<file path="src/rtl/reqrsp_pkg.sv">
// Shared reqrsp definitions: payload field widths, request/response channel
// structs and a small width helper used by the mux and its route FIFO.
//
// Handshake rule used everywhere in this slice: a beat transfers on a rising
// clock edge where valid and ready are both high. Once valid is raised, the
// sender holds valid and payload stable until the transfer. Ready may depend
// combinationally on valid, but valid never depends on ready.
package reqrsp_pkg;

  localparam int unsigned ADDR_W = 32;
  localparam int unsigned DATA_W = 32;
  localparam int unsigned STRB_W = DATA_W / 8;
  localparam int unsigned AMO_W  = 4;
  localparam int unsigned SIZE_W = 2;

  typedef struct packed {
    logic [ADDR_W-1:0] addr;
    logic              write;
    logic [AMO_W-1:0]  amo;
    logic [DATA_W-1:0] data;
    logic [STRB_W-1:0] strb;
    logic [SIZE_W-1:0] size;
  } req_chan_t;

  typedef struct packed {
    logic [DATA_W-1:0] data;
    logic              error;
  } rsp_chan_t;

  typedef struct packed {
    logic      q_valid;
    req_chan_t q;
    logic      p_ready;
  } req_t;

  typedef struct packed {
    logic      q_ready;
    logic      p_valid;
    rsp_chan_t p;
  } resp_t;

  // $clog2 that never returns 0, so single-entry/two-way cases keep a real bit.
  function automatic int unsigned clog2_min1(input int unsigned x);
    return (x <= 2) ? 1 : $clog2(x);
  endfunction

endpackage

</file>
<file path="src/rtl/reqrsp_idx_fifo.sv">
// Synchronous FIFO of master indices recording the order of accepted requests,
// so responses can be steered back to their originators.
// Ports:
//   clk_i, rst_ni : clock, asynchronous active-low reset
//   push_i/data_i : write an index (ignored while full)
//   pop_i         : drop the head entry (ignored while empty)
//   data_o        : head entry, valid while empty_o is low
//   full_o/empty_o: occupancy flags
module reqrsp_idx_fifo
  import reqrsp_pkg::*;
#(
  parameter int unsigned WIDTH = 1,
  parameter int unsigned DEPTH = 2
) (
  input  logic             clk_i,
  input  logic             rst_ni,
  input  logic             push_i,
  input  logic [WIDTH-1:0] data_i,
  input  logic             pop_i,
  output logic [WIDTH-1:0] data_o,
  output logic             full_o,
  output logic             empty_o
);

  localparam int unsigned PTR_W = clog2_min1(DEPTH);
  localparam int unsigned CNT_W = $clog2(DEPTH + 1);
  localparam logic [PTR_W-1:0] LAST_PTR = PTR_W'(DEPTH - 1);
  localparam logic [CNT_W-1:0] FULL_CNT = CNT_W'(DEPTH);

  logic [WIDTH-1:0] mem_q [DEPTH];
  logic [PTR_W-1:0] wr_ptr_q, rd_ptr_q;
  logic [CNT_W-1:0] cnt_q;
  logic             do_push, do_pop;

  assign full_o  = (cnt_q == FULL_CNT);
  assign empty_o = (cnt_q == '0);
  assign do_push = push_i & ~full_o;
  assign do_pop  = pop_i & ~empty_o;
  assign data_o  = mem_q[rd_ptr_q];

  always_ff @(posedge clk_i or negedge rst_ni) begin
    if (!rst_ni) begin
      wr_ptr_q <= '0;
      rd_ptr_q <= '0;
      cnt_q    <= '0;
    end else begin
      if (do_push) wr_ptr_q <= (wr_ptr_q == LAST_PTR) ? '0 : wr_ptr_q + 1'b1;
      if (do_pop)  rd_ptr_q <= (rd_ptr_q == LAST_PTR) ? '0 : rd_ptr_q + 1'b1;
      case ({do_push, do_pop})
        2'b10:   cnt_q <= cnt_q + 1'b1;
        2'b01:   cnt_q <= cnt_q - 1'b1;
        default: cnt_q <= cnt_q;
      endcase
    end
  end

  // Storage needs no reset: entries are only read behind a valid count.
  always_ff @(posedge clk_i) begin
    if (do_push) mem_q[wr_ptr_q] <= data_i;
  end

endmodule

</file>
<file path="src/rtl/reqrsp_rr_mux.sv">
// N-to-1 round-robin multiplexer for reqrsp. Requests and responses pass
// through combinationally; the index FIFO remembers who issued each accepted
// request so responses (which return in order) go back to the right master.
// Ports:
//   clk_i, rst_ni : clock, asynchronous active-low reset
//   req_i[N]      : upstream master requests
//   resp_o[N]     : upstream master responses
//   req_o         : request towards the downstream memory adapter
//   resp_i        : response from the downstream memory adapter
module reqrsp_rr_mux
  import reqrsp_pkg::*;
#(
  parameter type         req_t     = reqrsp_pkg::req_t,
  parameter type         resp_t    = reqrsp_pkg::resp_t,
  parameter int unsigned NUM_INP   = 2,
  parameter int unsigned MAX_TRANS = 2
) (
  input  logic  clk_i,
  input  logic  rst_ni,
  input  req_t  req_i [NUM_INP],
  output resp_t resp_o [NUM_INP],
  output req_t  req_o,
  input  resp_t resp_i
);

  localparam int unsigned IDX_W = clog2_min1(NUM_INP);
  localparam logic [IDX_W-1:0] LAST_IDX = IDX_W'(NUM_INP - 1);

  logic [IDX_W-1:0] rr_q, sel_q, arb_sel, sel, head;
  logic             lock_q, any_valid, fifo_full, fifo_empty;
  logic             q_valid, q_hs, p_ready, p_hs;
  int unsigned      idx;

  // First valid master at or after the round-robin pointer. With nothing
  // valid, arb_sel rests on rr_q, whose q_valid is then known to be low.
  always_comb begin
    arb_sel   = rr_q;
    any_valid = 1'b0;
    idx       = 0;
    for (int unsigned off = 0; off < NUM_INP; off++) begin
      idx = (32'(rr_q) + off) % NUM_INP;
      if (!any_valid && req_i[idx].q_valid) begin
        any_valid = 1'b1;
        arb_sel   = IDX_W'(idx);
      end
    end
  end

  // Once a request is offered but stalled, the grant is frozen so the
  // downstream payload stays stable until it is accepted.
  assign sel = lock_q ? sel_q : arb_sel;

  // Reset gating keeps the downstream quiet even while masters are asserting.
  // No request is accepted while the FIFO is full, even if it pops this cycle.
  assign q_valid = rst_ni & ~fifo_full & req_i[sel].q_valid;
  assign q_hs    = q_valid & resp_i.q_ready;

  // Responses are only routed to a recorded head; an empty FIFO has no
  // fall-through, so a same-cycle response is not steered anywhere.
  assign p_ready = ~fifo_empty & req_i[head].p_ready;
  assign p_hs    = resp_i.p_valid & p_ready;

  always_ff @(posedge clk_i or negedge rst_ni) begin
    if (!rst_ni) begin
      rr_q   <= '0;
      sel_q  <= '0;
      lock_q <= 1'b0;
    end else if (q_hs) begin
      rr_q   <= (sel == LAST_IDX) ? '0 : sel + 1'b1;
      lock_q <= 1'b0;
    end else if (q_valid) begin
      sel_q  <= sel;
      lock_q <= 1'b1;
    end
  end

  reqrsp_idx_fifo #(
    .WIDTH (IDX_W),
    .DEPTH (MAX_TRANS)
  ) i_route_fifo (
    .clk_i   (clk_i),
    .rst_ni  (rst_ni),
    .push_i  (q_hs),
    .data_i  (sel),
    .pop_i   (p_hs),
    .data_o  (head),
    .full_o  (fifo_full),
    .empty_o (fifo_empty)
  );

  always_comb begin
    req_o         = '0;
    req_o.q       = req_i[sel].q;
    req_o.q_valid = q_valid;
    req_o.p_ready = p_ready;
  end

  always_comb begin
    for (int unsigned i = 0; i < NUM_INP; i++) begin
      resp_o[i]         = '0;
      resp_o[i].p       = resp_i.p;
      resp_o[i].q_ready = q_hs & (sel == IDX_W'(i));
      resp_o[i].p_valid = ~fifo_empty & (head == IDX_W'(i)) & resp_i.p_valid;
    end
  end

  // A response with nothing outstanding is dropped; flag it.
  spurious_resp_a : assert property (@(posedge clk_i) disable iff (!rst_ni)
    resp_i.p_valid |-> !fifo_empty);

endmodule

</file>
<file path="config.mk">
export PLATFORM = sky130hd
export DESIGN_NAME = reqrsp_rr_mux
export DESIGN_NICKNAME = d
export VERILOG_FILES = /design/src/rtl/reqrsp_pkg.sv /design/src/rtl/reqrsp_idx_fifo.sv /design/src/rtl/reqrsp_rr_mux.sv
export SDC_FILE = /design/constraint.sdc
export NUM_CORES = 1
export LEC_CHECK = 0
export ABC_AREA = 1
export CORE_AREA = 2 2 131 133
export CTS_BUF_LIST = sky130_fd_sc_hd__clkbuf_4 sky130_fd_sc_hd__clkbuf_8
export DETAILED_ROUTE_END_ITERATION = 10
export DIE_AREA = 0 0 133 135
export SETUP_SLACK_MARGIN = 0.05
export SYNTH_ARGS = -nofsm -noshare
export SYNTH_HDL_FRONTEND = slang
export SYNTH_SLANG_ARGS = --single-unit
</file>
<file path="constraint.sdc">
create_clock -name clk_i -period 1.8 [get_ports clk_i]
set_input_delay 0.27 -clock clk_i [delete_from_list [all_inputs] [get_ports clk_i]]
set_output_delay 0.27 -clock clk_i [all_outputs]
set_load 0.03 [all_outputs]
</file>
# --- After elaboration in Yosys (flattened, before gate mapping) ---
# Memory sizes are Yosys's and may differ from the RTL's.
# Index checks and enable logic that the tools add are counted.
word_totals:
  ramBits: 2
  input_bits: 191
  mem_count: 1
  ff_bits: 7
  out_inout_bits: 147
mem_list:
  columns: ["name", "depth", "width", "rd", "rd_clocked_by_memory_dff", "wr", "line_no", "rtl"]
  rows:
  - ["i_route_fifo.mem_q", 2, 1, 1, 0, 1, "reqrsp_idx_fifo.sv:30", "logic [WIDTH-1:0] mem_q [DEPTH];"]
op_classes:
  order_cmp: 4
  muxes: 23
  reduce_logical: 6
  addsub: 6
  bitwise: 22
  n_eq_ne: 3
ops:
  columns: ["op", "n"]
  rows:
  - ["two-way mux 77 bit", 9]
  - ["greater-or-equal comparator 33 x 2 -> 1 bit, second input constant", 2]
  - ["NOT 1 -> 33 bit", 2]
  - ["AND 1 bit", 13]
  - ["two-way mux 1 bit", 13]
  - ["NOT 1 bit", 5]
  - ["adder 1 bit, second input constant", 4]
  - ["== test 2 bit, second input constant", 2]
  - ["greater-or-equal comparator 2 bit, second input constant", 2]
  - ["NOT 1 -> 2 bit", 2]
  - ["one-hot mux 2 bit (2 select lines)", 1]
  - ["nonzero test 2 bit", 2]
  - ["adder 2 x 1 -> 2 bit, second input constant", 1]
  - ["== test 2 x 1 -> 1 bit, second input constant", 1]
  - ["zero test 2 bit", 1]
  - ["AND reduction 2 bit", 1]
  - ["subtractor 2 x 1 -> 2 bit, second input constant", 1]
  - ["logical AND 1 bit", 1]
  - ["zero test 1 bit", 1]

# --- Logic depth before layout (Yosys ltp) ---
# Gate-level depths: netlist (run 1).
logic_depth:
  ltp_word: 18
  ltp_mapped: 11

# --- By module ---
# Synthesis (run 1) repeated with hierarchy kept, for this count alone.
hier_totals:
  cells_unflattened: 390
  area_unflattened_um2: 2038.2
by_module_without_submodules:
  columns: ["mod", "seq_area_each_um2", "instances", "area_each_um2", "cells_each"]
  rows:
  - ["reqrsp_rr_mux", 75.1, 1, 1725.4, 352]
  - ["reqrsp_idx_fifo", 160.2, 1, 312.8, 38]

# --- Least setup slack after synthesis (run 1) ---
# OpenSTA, ideal clock, no wires.
synth_path:
  kind: "register -> register"
  from: "reg rr_q"
  to: "reg i_route_fifo.cnt_q[1]"
  t_arrival_ns: 1.544
  n_path_buf: 0
  stages_incl_launch_ff: 11
  setup_ns: 0.131
  path_slack_ns: 0.125
  synth_period_minus_slack_ns: 1.675
  cell_sequence: "dfrtp_1 nand2_1 nand2_1 nand2_2 nand2_4 nand2_1 nand4_1 ha_1 a21oi_1 o21ai_0 xor2_1"
synth_via:
  elab_chain_len: 18
  elab_cells_between_ends: 25
  classes_between: "add/sub: 1; eq/ne: 2; mux: 13; bitwise: 6; reduce/logical: 3"
synth_lines:
  columns: ["element", "line_no", "rtl"]
  rows:
  - ["start, declared", "reqrsp_rr_mux.sv:29", "logic [IDX_W-1:0] rr_q, sel_q, arb_sel, sel, head;"]
  - ["start signal, assigned", "reqrsp_rr_mux.sv:69", "rr_q <= (sel == LAST_IDX) ? '0 : sel + 1'b1;"]
  - ["NOT 1 -> 33 bit (not written as such)", "reqrsp_rr_mux.sv:42", "if (!any_valid && req_i[idx].q_valid) begin"]
  - ["two-way mux 77 bit (not written as such) (3 in a row)", "reqrsp_rr_mux.sv:42", null]
  - ["two-way mux 1 bit", "reqrsp_rr_mux.sv:42", null]
  - ["zero test 1 bit", "reqrsp_rr_mux.sv:42", null]
  - ["logical AND 1 bit", "reqrsp_rr_mux.sv:42", null]
  - ["two-way mux 1 bit *", "reqrsp_rr_mux.sv:42", null]
  - ["two-way mux 1 bit *", "reqrsp_rr_mux.sv:51", "assign sel = lock_q ? sel_q : arb_sel;"]
  - ["NOT 1 -> 2 bit (not written as such) *", "reqrsp_rr_mux.sv:55", "assign q_valid = rst_ni & ~fifo_full & req_i[sel].q_valid;"]
  - ["two-way mux 77 bit * (3 in a row)", null, null]
  - ["AND 1 bit *", "reqrsp_rr_mux.sv:55", null]
  - ["AND 1 bit *", "reqrsp_rr_mux.sv:56", "assign q_hs = q_valid & resp_i.q_ready;"]
  - ["AND 1 bit *", "reqrsp_idx_fifo.sv:37", "assign do_push = push_i & ~full_o;"]
  - ["== test 2 x 1 -> 1 bit / == test 2 bit (equally long branches)", "reqrsp_idx_fifo.sv:49", "case ({do_push, do_pop})"]
  - ["one-hot mux 2 bit (2 select lines) / nonzero test 2 bit (equally long branches)", null, null]
  - ["end signal, assigned", "reqrsp_idx_fifo.sv:50", "2'b10: cnt_q <= cnt_q + 1'b1;"]
  - ["end signal, assigned", "reqrsp_idx_fifo.sv:51", "2'b01: cnt_q <= cnt_q - 1'b1;"]
  - ["end signal, assigned", "reqrsp_idx_fifo.sv:52", "default: cnt_q <= cnt_q;"]
  - ["end, declared", "reqrsp_idx_fifo.sv:32", "logic [CNT_W-1:0] cnt_q;"]
# Mark *: on every way between the ends. The rest lies on a longest branch, timed or not. The select of a mux whose other input is x is not followed.
# A chain may end at the register's enable or synchronous reset.

==> results of run 1 <==
## sequential cells by signal, summed over array words and instances, names as in the netlist
name,flops
i_route_fifo.mem_q,2
i_route_fifo.wr_ptr_q,1
sel_q,1
rr_q,1
lock_q,1
i_route_fifo.rd_ptr_q,1
i_route_fifo.cnt_q,2
## area by class of cell
class | instances | area [um2]
clock buffer | 4 | 48.8
fill | 1692 | 11300
inverter | 12 | 52.6
multi-input combinational | 269 | 1490
sequential | 9 | 235
tap | 220 | 275
timing repair buffer | 272 | 3010
## cell usage in the layout, fill, tap and decap left out, drive strengths merged
cell | synthesis | routed
clkdlybuf4s50 | 0 | 154
buf | 84 | 109
nand3 | 5 | 5
inv | 12 | 12
clkbuf | 0 | 10
xor2 | 2 | 2
o21ai | 3 | 3
dfrtp | 7 | 7
xnor2 | 1 | 1
nor2 | 4 | 4
dlygate4sd2 | 0 | 3
a21boi | 1 | 1
a21oi | 4 | 4
edfxtp | 2 | 2
nand4 | 2 | 2
ha | 1 | 1
nand2 | 246 | 246
## synth_stat cells
master / number / area (um2)
a21boi_1: 1 / 7.51
a21oi_1: 3 / 15.0
a21oi_2: 1 / 8.76
buf_2: 11 / 55.1
buf_4: 68 / 510
buf_6: 5 / 56.3
dfrtp_1: 7 / 175
edfxtp_1: 2 / 60.1
ha_1: 1 / 12.5
inv_1: 10 / 37.5
inv_2: 2 / 7.51
nand2_1: 244 / 916
nand2_2: 1 / 6.26
nand2_4: 1 / 11.3
nand3_1: 5 / 25.0
nand4_1: 2 / 12.5
nor2_1: 3 / 11.3
nor2_2: 1 / 6.26
o21ai_0: 3 / 15.0
xnor2_1: 1 / 8.76
xor2_1: 2 / 17.5
## through the flow
step	hold WS, ns	worst slack (ns)	total power, mW
2_1_floorplan	-0.0256	0.125	3.76
3_3_place_gp	0.465	-0.373	5.64
3_5_place_dp	0.465	-0.345	5.64
4_1_cts	0.110	-0.103	6.76
5_1_grt	0.129	-0.220	8.49
6_report	0.115	-0.120	8.01
## worst max-delay path: stages, from the launching register on
cell,delay (ns)
dfrtp_1,0.39
inv_2,0.05
a21oi_2,0.17
nand2_4,0.10
nand2_8,0.12
buf_12,0.15
clkbuf_16,0.17
nand2_1,0.06
nand2_2,0.08
buf_6,0.13
## layer usage
layer	GRT usage, %	vias up
met4	1.49	0
met1	9.73	1262
li1	-	1440
met2	18.9	235
met3	4.13	8
met5	0	-
## repair_timing
action | in CTS | in global routing
resized for setup | 63 | 167
gates cloned | 4 | 6
endpoints found under the setup margin | 81 | 81
pin swaps | 2 | 47
setup buffers | 2 | 1
## power breakdown
part | internal, mW | leakage, nW | switching [mW]
Sequential | 0.302 | 0.103 | 0.0497
Clock | 0.169 | 0.0262 | 0.0713
Combinational | 3.37 | 2.37 | 4.04
## worst max-delay path by stage
stage / from / to / slack (ns) / cells past startpoint
finish: rr_q$_DFFE_PN0N_ / req_o[44] / -0.12 / 9
global route: rr_q$_DFFE_PN0N_ / req_o[52] / -0.22 / 9
CTS: rr_q$_DFFE_PN0N_ / req_o[14] / -0.10 / 9
detailed placement: req_i[153] / i_route_fifo.cnt_q[1]$_DFFE_PN0P_ / -0.35 / 12
global placement: req_i[153] / resp_o[34] / -0.37 / 11
floorplan: rr_q$_DFFE_PN0N_ / i_route_fifo.cnt_q[1]$_DFFE_PN0P_ / 0.13 / 10
## logic make-up (layout without fill, tap and decap cells)
family                   count (synthesis)  after routing  share of synthesized area (%)
adder cells (fa/ha/maj)                  1              1                          0.633
XOR/XNOR                                 3              3                           1.33
buffers and inverters                   96            288                           33.8
AO/OA/AOI/OAI                            8              8                           2.34
AND/OR/NAND/NOR                        257            257                           50.0
flip-flops                               9              9                           11.9
==> metrics.cfg, run 1 <==
[critical_path]
crit_required_ns=1.53
reg2regPathDepth=10
r2r-start=rr_q$_DFFE_PN0N_
critical_path_arrival_ns=1.65
r2r-end=i_route_fifo.cnt_q[0]$_DFFE_PN0P_
cp-end-kind=output pin
critPathKind=flop to output pin
start_kind=flop
cp_max_fo=8
regToRegSetupSlack_ns=0.02

[drt]
dr.first_iter.drc_count=37
drt_wl_total_um=10400
drc=0
wl_met2_um=5460
antenna_left=0
dr.pass1.iters=4
vias=2945
wl_per_cell_um=13.2
met3WireLength_um=1230
routed.top_layer=met4
drt-met1-wl_um=3570
viasPerCell=3.75

[logic_synthesis]
synth_cell_types=21
yosys_warnings=0
syn_nets=566
synth-seq-area-share_pct=11.9
syn_avg_cell_area_um2=5.28
syn-cell-area_um2=1980
synthCells=374
ys_ff_latch=9

[die]
initial_utilization_pct=12.0
num_rows=47
ios=338
core_um2=16400
die_x_um=133
die_h_um=135
dieArea_um2=18000

[timing]
tns_ns=-5.58
setup_viol=77
min_period_ns=1.92
relSlewSlack_pct=82.3
fin_skew_ns=0.000381
fmax_mhz=521
slew_viol_final=0
finalWorstSetupSlack_ns=-0.120
rsz0062_at_grt=true
tightestPinTransition_ns=0.265
post-route-period-util_pct=107
finalHoldViolCount=0

[grt]
grt_start_max_net_pins=23
grt_use_total_pct=9.70
grt.overflow.total=0
antenna_found_initial=0
grt_pass1_vias=2841
grt_pass1_wl_um=14000

[outcome]
status=finished, violations left
violations=setup timing

[power_and_ir_drop]
p_leak_nw=2.50
power_density_nw_per_um2=1570
irDropWorstVdd_uv=862

[layout]
layout-drive-gt1-share_pct=42.2
area_delta_synth_final_pct=159
final_cells=786
num-nets-final=759
antenna_cells=0
postLayoutCoreUtil_pct=31.1
fin_area_um2=5110

[cts]
htreeDepth=1
insertion_delay_ns=0.23
clock_sinks=9
clk_path_buf_depth=2
hold_buffers=0
cts_tree=done
cts.root.buffer_cell=clkbuf_8
numCtsBuffers=3
clk_pin_slew_worst_paths_ns=0.04

[placed_design]
port_buffers=238
dpl.cell_count=769
gp_congestion=0.763
dp_hpwl_um=7070
placed_area_um2=4050

[hold_path]
hp-class=primary input to asynchronous set/reset pin

[job]
maxCapViolCount=0

Note: power is estimated with default switching activity, not from simulation.
==> run 2: changes to the inputs <==
--- a/config.mk
+++ b/config.mk
@@ -10,7 +10,9 @@
 export CTS_BUF_LIST = sky130_fd_sc_hd__clkbuf_4 sky130_fd_sc_hd__clkbuf_8
 export DETAILED_ROUTE_END_ITERATION = 10
 export DIE_AREA = 0 0 133 135
+export GPL_TIMING_DRIVEN = 1
 export SETUP_SLACK_MARGIN = 0.05
+export SLEW_MARGIN = 20
 export SYNTH_ARGS = -nofsm -noshare
 export SYNTH_HDL_FRONTEND = slang
 export SYNTH_SLANG_ARGS = --single-unit
==> results of run 2 <==
The final DEF is identical to that of run 1; final timing and power are the same.
==> run 3: changes to the inputs <==
--- a/config.mk
+++ b/config.mk
@@ -6,10 +6,10 @@
 export NUM_CORES = 1
 export LEC_CHECK = 0
 export ABC_AREA = 1
-export CORE_AREA = 2 2 131 133
+export CORE_AREA = 2 2 133 135
 export CTS_BUF_LIST = sky130_fd_sc_hd__clkbuf_4 sky130_fd_sc_hd__clkbuf_8
 export DETAILED_ROUTE_END_ITERATION = 10
-export DIE_AREA = 0 0 133 135
+export DIE_AREA = 0 0 135 137
 export GPL_TIMING_DRIVEN = 1
 export SETUP_SLACK_MARGIN = 0.05
 export SLEW_MARGIN = 20
==> constraint.sdc (replaced) <==
create_clock -name clk_i -period 2.48 [get_ports clk_i]
set_input_delay 0.372 -clock clk_i [delete_from_list [all_inputs] [get_ports clk_i]]
set_output_delay 0.372 -clock clk_i [all_outputs]
set_load 0.03 [all_outputs]
==> metrics.cfg, run 3 (synthesized netlist as in run 1, its figures left out) <==
[die]
num_rows=48  ; +2.1%
die_h_um=137  ; +1.5%
initial_utilization_pct=11.6  ; -0.46 points
die_x_um=135  ; +1.5%
dieArea_um2=18500  ; +3.0%
core_um2=17100  ; +4.0%
ios=338  ; unchanged

[layout]
multi_input_area_um2=1070  ; -28%
layout-drive-gt1-share_pct=17.6  ; -25 points
mostFrequentLayoutCell=nand2_1
num-nets-final=732  ; -3.6%
biggestRegsByFlops=i_route_fifo.cnt_q (2), i_route_fifo.mem_q (2)
layout_common_cells=nand2_1 (244), clkdlybuf4s50_1 (160), buf_4 (81)
area_delta_synth_final_pct=101
seqCellArea_um2=235  ; unchanged
fillers=1948  ; +15%
antenna_cells=0  ; unchanged

[timing]
min_period_ns=2.27
slew_viol_final=0  ; unchanged
setup_viol=0  ; -100%
fin_skew_ns=0.00428  ; +0.00390 ns
post-route-period-util_pct=91.6
hold_slack_ns=0.463  ; +0.349 ns
relSlewSlack_pct=78.5  ; -3.8 points
tightestPinTransition_ns=0.323  ; +0.0573 ns
rsz0062_at_grt=false
finalHoldViolCount=0  ; unchanged
fmax_mhz=440
tns_ns=0  ; +5.58 ns

[power_and_ir_drop]
swShare_pct=58.5  ; +6.6 points
irDropWorstVdd_uv=446  ; -48%
internal_power_mw=1.68  ; -56%
p_leak_nw=2.03  ; -19%
power_frac_comb_pct=89.5  ; -3.1 points
power_density_nw_per_um2=1020  ; -35%
seqPwrFrac_pct=6.4  ; +2.0 points
finalPower_mw=4.05  ; -49%
power_switching_mw=2.37  ; -43%
pwr-share-clk_pct=4.2  ; +1.2 points

[job]
maxCapViolCount=0  ; unchanged

[critical_path]
crit_slowest_cell=clkdlybuf4s50_1
crit_required_ns=2.11  ; +0.58 ns
path_cells=clkdlybuf4s50_1 > inv_1 > nand2_1 > nand2_2 > nand2_4 > buf_4 > nand2_1 > nand2_1 > buf_4
cp-end-kind=output pin
cp_slowest_stage_delay_ns=0.52  ; +0.13 ns
cp_max_fo=32  ; +24
critical_path_arrival_ns=1.90  ; +0.25 ns
critPathKind=primary input to output pin
start_kind=primary input
critPathMostFrequentCell=nand2_1

[cts]
insertion_delay_ns=0.23  ; about the same
numCtsBuffers=3  ; unchanged
clk_pin_slew_worst_paths_ns=0.05  ; about the same
clk_path_buf_depth=2  ; unchanged
htreeDepth=1  ; unchanged
cts_tree=done
post-cts-setup-buffers=0  ; -2
cts.root.buffer_cell=clkbuf_8
hold_buffers=0  ; unchanged
clock_sinks=9  ; unchanged
cts_resized=0  ; -100%

[drt]
drt_wl_total_um=8390  ; -19%
drc=0  ; unchanged
dr.first_iter.drc_count=97  ; +160%
wl_per_cell_um=11.0  ; -17%
vias=2687  ; -8.8%
antenna_left=0  ; unchanged
viasPerCell=3.52  ; -6.1%
dr.pass1.iters=4  ; unchanged

[grt]
grt.overflow.total=0  ; unchanged
grt_pass1_vias=2523  ; -11%
grt_start_max_net_pins=47  ; +100%
grt_use_total_pct=7.65  ; -2.1 points
antenna_found_initial=0  ; unchanged
grt_pass1_wl_um=11600  ; -17%

[placed_design]
port_buffers=238  ; unchanged
dp_hpwl_um=7260  ; +2.7%
gp_congestion=0.738  ; -3.2%

[outcome]
status=finished clean

[hold_path]
hp-class=primary input to asynchronous set/reset pin

-- run 3: cell types whose count changed in the layout (fill, tap and decap cells not counted), sizes merged --
cell and delta:
clkbuf -7, buf -24, clkdlybuf4s50 +6, clkinv +1
dlygate4sd2 -3
-- run 3: metrics by stage --
step | util (%) | worst slack [ns] | area (um2) | std cells
after global routing | 23.3 | 0.0778 | 3970 | 764
final | 23.3 | 0.209 | 3970 | 764
after CTS | 23.3 | 0.208 | 3970 | 764
after detailed placement | 23.0 | 0.183 | 3930 | 760
after floorplan | - | 0.786 | 1980 | 374
after global placement | 23.0 | 0.204 | 3930 | 760
-- run 3: final timing paths --
check	startpoint	end	slack, ns	depth (start not counted)
setup reg to reg	i_route_fifo.cnt_q[0]$_DFFE_PN0P_	i_route_fifo.cnt_q[1]$_DFFE_PN0P_	0.68	10
hold / removal	rst_ni	i_route_fifo.cnt_q[0]$_DFFE_PN0P_	0.46	2
min in group clk_i	i_route_fifo.wr_ptr_q$_DFFE_PN0N_	i_route_fifo.wr_ptr_q$_DFFE_PN0N_	0.48	2
setup / recovery	req_i[76]	req_o[33]	0.21	9
hold reg to reg	i_route_fifo.wr_ptr_q$_DFFE_PN0N_	i_route_fifo.wr_ptr_q$_DFFE_PN0N_	0.48	2
max in group asynchronous	rst_ni	i_route_fifo.cnt_q[1]$_DFFE_PN0P_	1.89	2
-- run 3: layout make-up --
class	instances	share of cell area (%)
Inverter	12	1.13
Timing Repair Buffer	245	57.7
Sequential cell	9	5.92
Multi-Input combinational cell	269	27.0
Tap cell	225	7.09
Clock buffer	3	1.04
Clock inverter	1	0.126
-- run 3: power by group through the flow --
stage	registers (mW)	clock network [mW]	logic, mW
after floorplan	0.250	0	2.48
after global placement	0.259	0	3.66
after detailed placement	0.260	0	3.67
after CTS	0.258	0.175	3.68
after global routing	0.266	0.182	3.91
final	0.258	0.168	3.62
-- run 3: routing by layer --
layer	wire (um)	track usage, %	vias up
li1	-	-	1377
met1	2790	7.38	1101
met2	4290	15.5	202
met3	1260	3.19	7
met4	46	0.868	0
met5	0	0	-
-- run 3: critical path: cells and delay by family --
| kind | cells | cell delay, ns |
|---|---|---|
| AND/OR/NAND/NOR | 5 | 0.44 |
| buffers and inverters | 4 | 1.07 |
